--- src/rtl/common_pkg.sv ---
// common: shared cache-bus types and the arbiter state encoding.
package common;
  typedef enum logic [3:0] {
    MLEN1  = 4'd0,
    MLEN2  = 4'd1,
    MLEN4  = 4'd3,
    MLEN8  = 4'd7,
    MLEN16 = 4'd15
  } mlen_t;
  typedef enum logic [2:0] {
    MSIZE1 = 3'd0,
    MSIZE2 = 3'd1,
    MSIZE4 = 3'd2,
    MSIZE8 = 3'd3
  } msize_t;
  typedef struct packed {
    logic        valid;
    logic        is_write;
    logic [31:0] addr;
    mlen_t       len;
    msize_t      size;
    logic [7:0]  strobe;
    logic [63:0] data;
  } cbus_req_t;
  typedef struct packed {
    logic        ready;
    logic        last;
    logic [63:0] data;
  } cbus_resp_t;
  typedef enum logic {IDLE, BUSY} arb_state_t;
endpackage

--- src/rtl/cbus_arbiter_rr_picker.sv ---
// rr_picker: first valid port at or above ptr, modulo N, via a doubled-vector priority encoder.
module rr_picker #(
  parameter int N = 2,
  parameter int W = 1
) (
  input  logic [N-1:0] valid,
  input  logic [W-1:0] ptr,
  output logic         found,
  output logic [W-1:0] idx
);
  localparam logic [W:0] NN = (W+1)'(N);
  logic [N-1:0] rot;
  logic [W:0] sum;
  always_comb begin
    rot = N'({valid, valid} >> ptr);
    found = 1'b0;
    idx = '0;
    sum = '0;
    for (int i = N - 1; i >= 0; i--) if (rot[i]) begin
      found = 1'b1;
      sum = {1'b0, ptr} + (W+1)'(i);
      idx = sum >= NN ? W'(sum - NN) : sum[W-1:0];
    end
  end
endmodule

--- src/rtl/cbus_arbiter.sv ---
// cbus_arbiter: round-robin share of one cache-bus master port; grant held for a whole burst.
module cbus_arbiter
  import common::*;
#(
  parameter int NUM_INPUTS = 2
) (
  input  logic       clk,
  input  logic       reset,
  input  cbus_req_t  ireqs [NUM_INPUTS],
  output cbus_resp_t iresps [NUM_INPUTS],
  output cbus_req_t  oreq,
  input  cbus_resp_t oresp
);
  localparam int W = NUM_INPUTS > 1 ? $clog2(NUM_INPUTS) : 1;
  localparam logic [W-1:0] LAST = W'(NUM_INPUTS - 1);
  arb_state_t state, state_n;
  logic [W-1:0] grant_idx, grant_n, rr_ptr, ptr_n, pick;
  logic [NUM_INPUTS-1:0] valids;
  logic found, done, take;
  always_comb for (int i = 0; i < NUM_INPUTS; i++) valids[i] = ireqs[i].valid;
  rr_picker #(.N(NUM_INPUTS), .W(W)) u_picker (
    .valid(valids),
    .ptr(rr_ptr),
    .found(found),
    .idx(pick)
  );
  // a last beat ends the grant even if the requester has already dropped valid
  assign done = state == BUSY && oresp.ready && oresp.last;
  assign take = state == IDLE && found;
  always_comb begin
    state_n = done ? IDLE : take ? BUSY : state;
    grant_n = take ? pick : grant_idx;
    ptr_n = done ? (grant_idx == LAST ? '0 : grant_idx + 1'b1) : rr_ptr;
    oreq = state == BUSY ? ireqs[grant_idx] : '0;
    for (int i = 0; i < NUM_INPUTS; i++)
      iresps[i] = state == BUSY && grant_idx == W'(i) ? oresp : '0;
  end
  always_ff @(posedge clk) begin
    if (!reset) begin
      state <= IDLE;
      grant_idx <= '0;
      rr_ptr <= '0;
    end else begin
      state <= state_n;
      grant_idx <= grant_n;
      rr_ptr <= ptr_n;
    end
  end
endmodule

--- config.mk ---
export PLATFORM = sky130hd
export DESIGN_NAME = cbus_arbiter
export DESIGN_NICKNAME = d
export VERILOG_FILES = /design/src/rtl/common_pkg.sv /design/src/rtl/cbus_arbiter_rr_picker.sv /design/src/rtl/cbus_arbiter.sv
export SDC_FILE = /design/constraint.sdc
export NUM_CORES = 1
export LEC_CHECK = 0
export CAP_MARGIN = 20
export CORE_AREA = 2 2 209 211
export CTS_CLUSTER_DIAMETER = 60
export DETAILED_ROUTE_END_ITERATION = 10
export DIE_AREA = 0 0 211 213
export GPL_ROUTABILITY_DRIVEN = 0
export GPL_TIMING_DRIVEN = 0
export PLACE_DENSITY = 0.34
export SLEW_MARGIN = 5
export SYNTH_ARGS = -nofsm -noshare
export SYNTH_HDL_FRONTEND = slang
export SYNTH_SLANG_ARGS = --single-unit
--- constraint.sdc ---
create_clock -name clk -period 1.2 [get_ports clk]
set_clock_uncertainty 0.2 [all_clocks]
set_input_delay 0.12 -clock clk [delete_from_list [all_inputs] [get_ports clk]]
set_output_delay 0.12 -clock clk [all_outputs]
set_load 0.03 [all_outputs]
==> results.cfg, run 1 <==
[worst_setup_path]
max_stage_delay_ns = 0.38
path_max_fanout = 8
critical_path_class = reg2out
crit_path_frequent_cell = clkbuf_16
end_kind = output port
slowest_stage = dfxtp_4
cp_cell_sequence = clkbuf_16 > buf_16 > clkbuf_16 > mux2i_2 > nor2_2 > buf_6
startpoint = grant_idx
cp.required_ns = 0.88
crit_path_start_kind = flip-flop
worstPathArrival_ns = 1.58
r2r_start = grant_idx

[power]
p_int_mw = 3.296
power_frac_comb_pct = 88.9
p_per_area_nw_per_um2 = 521.8
p_switching_mw = 2.622
p_leak_nw = 4.424
p_clk_share_pct = 9.1
finalPower_mw = 5.918
ir_drop_v = 0.0004683
p_seq_share_pct = 2.0
p_sw_share_pct = 44.30

[sta]
max_freq_mhz = 526.7
setup_viol = 248
worst_pin_slew_ns = 0.2589
rsz0062_at_grt = yes
setup-tns-final_ns = -145.16
fin_crit_ns = 1.899
fin_ws_ns = -0.6986
hold_ws_ns = 0.2511
hold_violations = 0
fin_crit_sh_pct = 158.2
slew_violations = 0
slew_headroom_pct = 82.74

[clocking]
clock_latency_ns = 0.23
path_clk_slew_ns = 0.03
root_buffer = clkbuf_16
hold_buffers = 0
numClockSinks = 3
htreeDepth = 1
cts_tree = yes
numCtsBuffers = 3
clockBufferDepth = 2

[run_status]
violations = setup timing
outcome = finished with violations

[placement]
io_buffers = 538
post-place-ws_ns = -1.180
place_inst = 1510
dpl.hpwl_um = 24760

[die]
io_pins = 539
coreArea_um2 = 42700
dieArea_um2 = 44940
chipWidth_um = 211
rows = 76
start_util_pct = 6.547
chipHeight_um = 213

[layout]
final_cell_mix = clkdlybuf4s50_1, and3_4, buf_6
layout_commonest_cell = clkdlybuf4s50_1
n_fill_cell = 4598
final_cell_count_no_fill = 1548
synthToLayoutAreaGrowth_pct = 305.8
antennaDiodeCount = 0
final_layout_size_suffix_gt1_share_pct = 61.88
fin_nets = 1297

[synthesis]
synthesis.area_um2 = 2795
synth_nets = 720
yosysWarnings = 0
syn_avg_cell_area_um2 = 6.561
yosysUniqueCellTypes = 18
netlist_instances = 426
ys_ff_latch = 3
ys_seq_area_share_pct = 2.149

[route]
wl_um = 29560
wl_per_cell_um = 19.10
viasPerCell = 3.501
num_vias = 5420
drt_iter0_markers = 121
drt_pass1_iterations = 4
detail-route-antenna-nets = 0
remaining_drc_errors = 0

[worst_hold_path]
hold_class = reg2reg
worstHoldStart = rr_ptr

[global_route]
grt_pass1_vias = 5557
antenna_found_initial = 2
grtUsageTotal_pct = 11.65
grt_first_pass_wirelength_um = 38250
grt_max_degree = 11
grt.overflow.total = 0

[run]
cap_violations = 0
## layout make-up
cell class,count,area [µm²],share of cell area [%]
well taps,546,683.2,6.023
multi-input cells,365,3996,35.23
inverters,4,20.02,0.1765
flip-flops and latches,3,67.56,0.5957
repair buffers,572,5677,50.05
clock buffers,4,78.83,0.6950
plain buffers,54,819.5,7.226
## repair_timing
| item | in CTS | in global routing |
|---|---|---|
| resized for setup | 906 | 859 |
| gates cloned | 0 | 13 |
| setup buffers | 3 | 18 |
| endpoints found under the setup margin | 248 | 248 |
| pin swaps | 0 | 6 |
## Yosys cell counts (all sizes together)
cell	number	area share, %
clkbuf	27	3.7
dfxtp	3	2.1
o311a	1	0.36
a21oi	1	0.18
mux2i	113	40
o21ai	2	0.36
a21boi	1	0.27
nor2	113	15
nand3	1	0.18
o211ai	1	0.27
and3	132	30
inv	4	0.54
buf	27	6.8
## flip-flops by register name (all words and copies together), names as in the netlist
signal and count:
grant_idx 1, state 1, rr_ptr 1
## worst paths after layout
check                    to  slack [ns]  cells past startpoint
hold reg to reg      rr_ptr        0.25                      2
hold / removal       rr_ptr        0.25                      2
setup / recovery    oreq[3]       -0.70                      6
setup reg to reg  grant_idx       -0.33                      6
## cells by family after synthesis
kind of cell	synth area share, %
flip-flops	2.149
AND/OR/NAND/NOR	44.90
multiplexers	40.47
buffers and inverters	11.06
AO/OA/AOI/OAI	1.432
## layer usage
layer  global-route usage, %  vias up  routed length [µm]
met4                   1.190        4                 161
li1                        -     2657                   -
met3                   3.956       10                2396
met5                       0        -                  27
met2                   24.14      299               16640
met1                   11.27     2450               10340
## power by group through the flow
stage | sequential (mW) | clock (mW) | combinational (mW)
after floorplan | 0.111 | 0 | 2.33
after global placement | 0.112 | 0 | 4.68
after detailed placement | 0.112 | 0 | 4.66
after CTS | 0.113 | 0.550 | 4.65
after global routing | 0.118 | 0.554 | 5.53
final | 0.117 | 0.540 | 5.26
## worst max-delay path: cells and delay by family, from the launching register on
kind          cells  cell delay, ns
buf+inv           4            0.67
flops             1            0.38
mux               1            0.22
simple gates      1            0.07
## stage by stage
step / utilization, % / area (µm²)
after detailed placement: 23.53 / 10050
after global routing: 26.56 / 11340
after global placement: 23.53 / 10050
after CTS: 24.19 / 10330
final: 26.56 / 11340
after floorplan: - / 3980
No activity file was read; power rests on OpenSTA's default activity.
==> run 2, diff against run 1 <==
Settings changed: PLACE_DENSITY 0.34 to unset.
==> run 2 against run 1 <==
The flow still finishes with violations (setup timing). Routed wire length is 8.9% lower. Final cell count is 0.32% higher. Clock-buffer cell count stayed put. Worst setup slack worse by 0.031 ns. Sequential power hardly changed. Largest power group unchanged. Critical path type unchanged. Sequential cell count stayed put. Via count is 2.8% higher. Critical path depth is 1 lower. Hold slack better by 0.00084 ns. Die area stayed put. Highest routed layer is now met4. Final area is 1.2% lower.
==> results.cfg, run 2 (synthesis results as in run 1) <==
[sta]
worst_pin_slew_ns = 0.2771
hold_violations = 0
rsz0062_at_grt = yes
max_freq_mhz = 518.4
slew_headroom_pct = 81.53
fin_crit_ns = 1.929
slew_violations = 0
setup_viol = 248
fin_ws_ns = -0.7291
setup-tns-final_ns = -148.20
fin_crit_sh_pct = 160.8
hold_ws_ns = 0.2520

[power]
ir_drop_v = 0.0003328
p_per_area_nw_per_um2 = 521.1
p_leak_nw = 4.380

[die]
dieArea_um2 = 44940
start_util_pct = 6.547
chipHeight_um = 213
io_pins = 539
coreArea_um2 = 42700
chipWidth_um = 211
rows = 76

[worst_setup_path]
worstPathArrival_ns = 1.61
cp.required_ns = 0.88
end_kind = output port
startpoint = grant_idx
crit_cells = 5
max_stage_delay_ns = 0.37
endpoint = oreq[48]
cp_cell_sequence = buf_12 > buf_12 > mux2i_4 > nor2_1 > clkdlybuf4s15_2
slowest_stage = dfxtp_4
critPathBufInv = 3
crit_path_frequent_cell = buf_12
r2r_setup_slack_ns = -0.38
reg2reg_to = rr_ptr
cp_top_family = buffers and inverters
path_max_fanout = 10
rr_worst_depth = 7
r2r_start = grant_idx
crit_path_start_kind = flip-flop
critical_path_class = reg2out

[layout]
synthToLayoutAreaGrowth_pct = 301.0
layout_commonest_cell = clkdlybuf4s50_1
reg_top3 = grant_idx (1), rr_ptr (1), state (1)
fin_nets = 1302
antennaDiodeCount = 0
final_cell_mix = clkdlybuf4s50_1, and3_4, buf_6
final_layout_size_suffix_gt1_share_pct = 61.27

[clocking]
path_clk_slew_ns = 0.03
htreeDepth = 1
cts_tree = yes
numCtsBuffers = 3
root_buffer = clkbuf_16
clock_latency_ns = 0.22
clockBufferDepth = 2
numClockSinks = 3

[global_route]
grtUsageTotal_pct = 10.13
antenna_found_initial = 0
grt_max_degree = 11
grt.overflow.total = 0
grt_pass1_vias = 5592
grt_first_pass_wirelength_um = 33920

[run_status]
violations = setup timing
outcome = finished with violations

[route]
viasPerCell = 3.588
detail-route-antenna-nets = 0
drt_iter0_markers = 180
wl_um = 26940
drt_pass1_iterations = 4
num_vias = 5572
wl_per_cell_um = 17.35
remaining_drc_errors = 0

[placement]
dpl.hpwl_um = 21380
io_buffers = 538

[run]
cap_violations = 0

[worst_hold_path]
hold_class = reg2reg
-- run 2: through the flow --
stage | area, µm² | setup slack [ns] | utilization (%) | total power, mW | instances
6_report | 11210 | -0.7291 | 26.25 | 5.841 | 1553
5_1_grt | 11210 | -0.7912 | 26.25 | 6.114 | 1553
4_1_cts | 10280 | -0.8077 | 24.09 | 5.164 | 1514
3_5_place_dp | 10050 | -1.170 | 23.53 | 4.705 | 1510
3_3_place_gp | 10050 | -1.144 | 23.53 | 4.686 | 1510
2_1_floorplan | 3980 | -0.2410 | - | 2.439 | 426
-- run 2: where the power goes --
group / leakage (nW) / internal, mW / switching, mW / total, mW
logic: 4.32 / 2.71 / 2.49 / 5.19
registers: 0.0259 / 0.107 / 0.0106 / 0.117
clock network: 0.0382 / 0.438 / 0.0910 / 0.529
total: 4.38 / 3.25 / 2.59 / 5.84
-- run 2: worst reg2reg max path: stages, from the launching register on --
cell,delay (ns)
dfxtp_4,0.37
clkbuf_16,0.19
clkinv_8,0.06
buf_12,0.14
buf_4,0.14
buf_4,0.13
o21ai_0,0.16
a21oi_1,0.06
-- run 2: how the worst min path moves through the flow --
stage	slack (ns)	from	to	depth (start not counted)
floorplan	0.06	reset	rr_ptr	2
global placement	0.25	rr_ptr	rr_ptr	2
detailed placement	0.25	rr_ptr	rr_ptr	2
CTS	0.25	rr_ptr	rr_ptr	2
global route	0.28	rr_ptr	rr_ptr	2
finish	0.25	rr_ptr	rr_ptr	2
-- run 2: repair_timing --
item / in CTS / in global routing
setup buffers: 0 / 28
pin swaps: 0 / 4
endpoints found under the hold margin: 0 / 0
hold buffers: 0 / 0
cloned: 0 / 11
endpoints found under the setup margin: 248 / 248
gates resized for setup: 754 / 871
-- run 2: final cells by class --
class                   count  area [µm²]
plain buffers              54       780.7
inverters                   4       32.53
well taps                 546       683.2
multi-input cells         365        3930
clock buffers               4       78.83
repair buffers            577        5637
fillers                  4620       31490
flip-flops and latches      3       67.56
-- run 2: routing by layer --
layer	vias to the layer above	wire (µm)	track usage [%]	share of wire, %
li1	2669	-	-	-
met1	2536	10010	10.93	37
met2	335	14150	18.75	53
met3	32	1925	2.383	7.1
met4	0	850	4.541	3.2
met5	-	0	0	0
==> run 3, diff against run 2 <==
--- a/config.mk
+++ b/config.mk
@@ -7,4 +7,6 @@
 export LEC_CHECK = 0
 export CAP_MARGIN = 20
+export CELL_PAD_IN_SITES_DETAIL_PLACEMENT = 1
+export CELL_PAD_IN_SITES_GLOBAL_PLACEMENT = 2
 export CORE_AREA = 2 2 209 211
 export CTS_CLUSTER_DIAMETER = 60
@@ -13,4 +15,5 @@
 export GPL_ROUTABILITY_DRIVEN = 0
 export GPL_TIMING_DRIVEN = 0
+export PLACE_DENSITY_LB_ADDON = 0.1
 export SLEW_MARGIN = 5
 export SYNTH_ARGS = -nofsm -noshare
==> constraint.sdc (replaced) <==
create_clock -name clk -period 1.2 [get_ports clk]
set_clock_uncertainty 0.2 [all_clocks]
set_input_delay 0.24 -clock clk [delete_from_list [all_inputs] [get_ports clk]]
set_output_delay 0.24 -clock clk [all_outputs]
set_load 0.03 [all_outputs]
==> run 3 against run 2 <==
The run still ends with setup timing left. Clock-buffer cell count did not move. Utilization rose by 0.62 points. Critical path depth grew 2. Non-clock buffer count is 22 higher. Hold slack improved by 0.0037 ns. Largest cell class unchanged. Worst setup slack worse by 0.078 ns. Critical path type unchanged. Highest routed layer is now met5. Combinational power rose by 2%. Clock power is essentially flat.
==> results.cfg, run 3 (synthesis results as in run 1) <==
[run_status]
outcome = finished with violations
violations = setup timing

[sta]
setup-tns-final_ns = -168.18
slew_headroom_pct = 82.51
worst_pin_slew_ns = 0.2624
slew_violations = 0
rsz0062_at_grt = yes
fin_crit_ns = 2.007
max_freq_mhz = 498.3
setup_viol = 248
hold_violations = 0
hold_ws_ns = 0.2557
fin_crit_sh_pct = 167.2
fin_ws_ns = -0.8067

[clocking]
path_clk_slew_ns = 0.03
numClockSinks = 3
clockBufferDepth = 2
root_buffer = clkbuf_16
htreeDepth = 1
clock_latency_ns = 0.22
numCtsBuffers = 3
hold_buffers = 0
cts_tree = yes

[run]
cap_violations = 0

[placement]
placed_area_um2 = 10050
io_buffers = 538
post-place-ws_ns = -1.234
dpl.hpwl_um = 26820

[worst_hold_path]
min_path_cells = 2
hold_end = rr_ptr
hold_class = reg2reg
worstHoldStart = rr_ptr

[worst_setup_path]
cp_cell_sequence = buf_12 > buf_16 > buf_12 > buf_12 > buf_4 > and3_4 > buf_6
cp_top_family = buffers and inverters
crit_path_start_kind = flip-flop
critPathBufInv = 6
r2r_setup_slack_ns = -0.35
max_stage_delay_ns = 0.35
crit_path_frequent_cell = buf_12
critical_path_class = reg2out
path_max_fanout = 8
r2r_start = grant_idx
slowest_stage = dfxtp_4
cp.required_ns = 0.76
worstPathArrival_ns = 1.57
reg2reg_to = rr_ptr
rr_worst_depth = 7
end_kind = output port

[layout]
design_area_um2 = 11470
reg_top3 = grant_idx (1), rr_ptr (1), state (1)
n_fill_cell = 4838
synthToLayoutAreaGrowth_pct = 310.5
final_layout_size_suffix_gt1_share_pct = 62.00
final_cell_mix = clkdlybuf4s50_1, and3_4, buf_6
fin_nets = 1324
layout_commonest_cell = clkdlybuf4s50_1

[global_route]
grt_pass1_vias = 5910
grt_first_pass_wirelength_um = 41860
antenna_found_initial = 4
grtUsageTotal_pct = 12.67
grt_max_degree = 11
grt.overflow.total = 0

[route]
drt_iter0_markers = 118
detail-route-antenna-nets = 0
viasPerCell = 3.565
drt_pass1_iterations = 4
wl_um = 31570
remaining_drc_errors = 0
num_vias = 5625
wl_per_cell_um = 20.01

[power]
finalPower_mw = 5.934
p_leak_nw = 4.578
ir_drop_v = 0.0003366
p_per_area_nw_per_um2 = 517.1

[die]
chipHeight_um = 213
rows = 76
coreArea_um2 = 42700
chipWidth_um = 211
io_pins = 539
dieArea_um2 = 44940
start_util_pct = 6.547
-- run 3: cell count changes in the layout (fill, tap and decap cells not counted), sizes merged --
cell           before  now
clkdlybuf4s15      29    7
clkbuf             79   65
diode               0    3
buf               234  292
-- run 3: metal layers --
layer,routed length [µm],global-route usage [%]
met4,174,1.506
met1,10760,12.50
met3,3235,5.677
met2,17380,24.80
met5,13,0
-- run 3: stage by stage --
stage / instances / utilization (%)
final: 1578 / 26.88
after CTS: 1514 / 23.82
after global placement: 1510 / 23.54
after floorplan: 426 / -
after global routing: 1577 / 26.87
after detailed placement: 1510 / 23.54
-- run 3: report_power, final --
group	leakage, nW	switching, mW	total, mW	internal, mW
Combinational	4.51	2.50	5.29	2.79
Clock	0.0382	0.0882	0.526	0.438
Sequential	0.0259	0.00998	0.117	0.107
-- run 3: layout make-up --
type,count,area (µm²),area share (%)
repair buffers,600,5871,51.16
multi-input cells,365,3920,34.16
plain buffers,53,814.5,7.098
well taps,546,683.2,5.954
clock buffers,4,78.83,0.6869
flip-flops and latches,3,67.56,0.5888
inverters,4,32.53,0.2835
diodes,3,7.507,0.06542
-- run 3: worst reg2reg max path, cell delays in order, from the launching register on --
cell and delay (ns):
dfxtp_4 0.37, clkbuf_16 0.20, clkinv_8 0.08, buf_6 0.12
clkbuf_16 0.14, buf_4 0.13, o21ai_0 0.14, a21oi_1 0.06
-- run 3: how the worst max path moves through the flow --
| stage | start | cells after the start | slack [ns] | to |
|---|---|---|---|---|
| finish | grant_idx | 7 | -0.81 | iresps[51] |
| global route | grant_idx | 6 | -0.88 | oreq[6] |
| CTS | grant_idx | 5 | -0.93 | oreq[53] |
| detailed placement | grant_idx | 6 | -1.23 | oreq[84] |
| global placement | state | 6 | -1.19 | oreq[73] |
| floorplan | grant_idx | 4 | -0.36 | oreq[13] |
-- run 3: what timing repair did --
item / in CTS / in global routing
gates resized for setup: 929 / 811
hold endpoints to repair: 0 / 0
endpoints found under the setup margin: 248 / 248
cloned: 0 / 11
pin swaps: 0 / 5
buffers inserted: 0 / 51
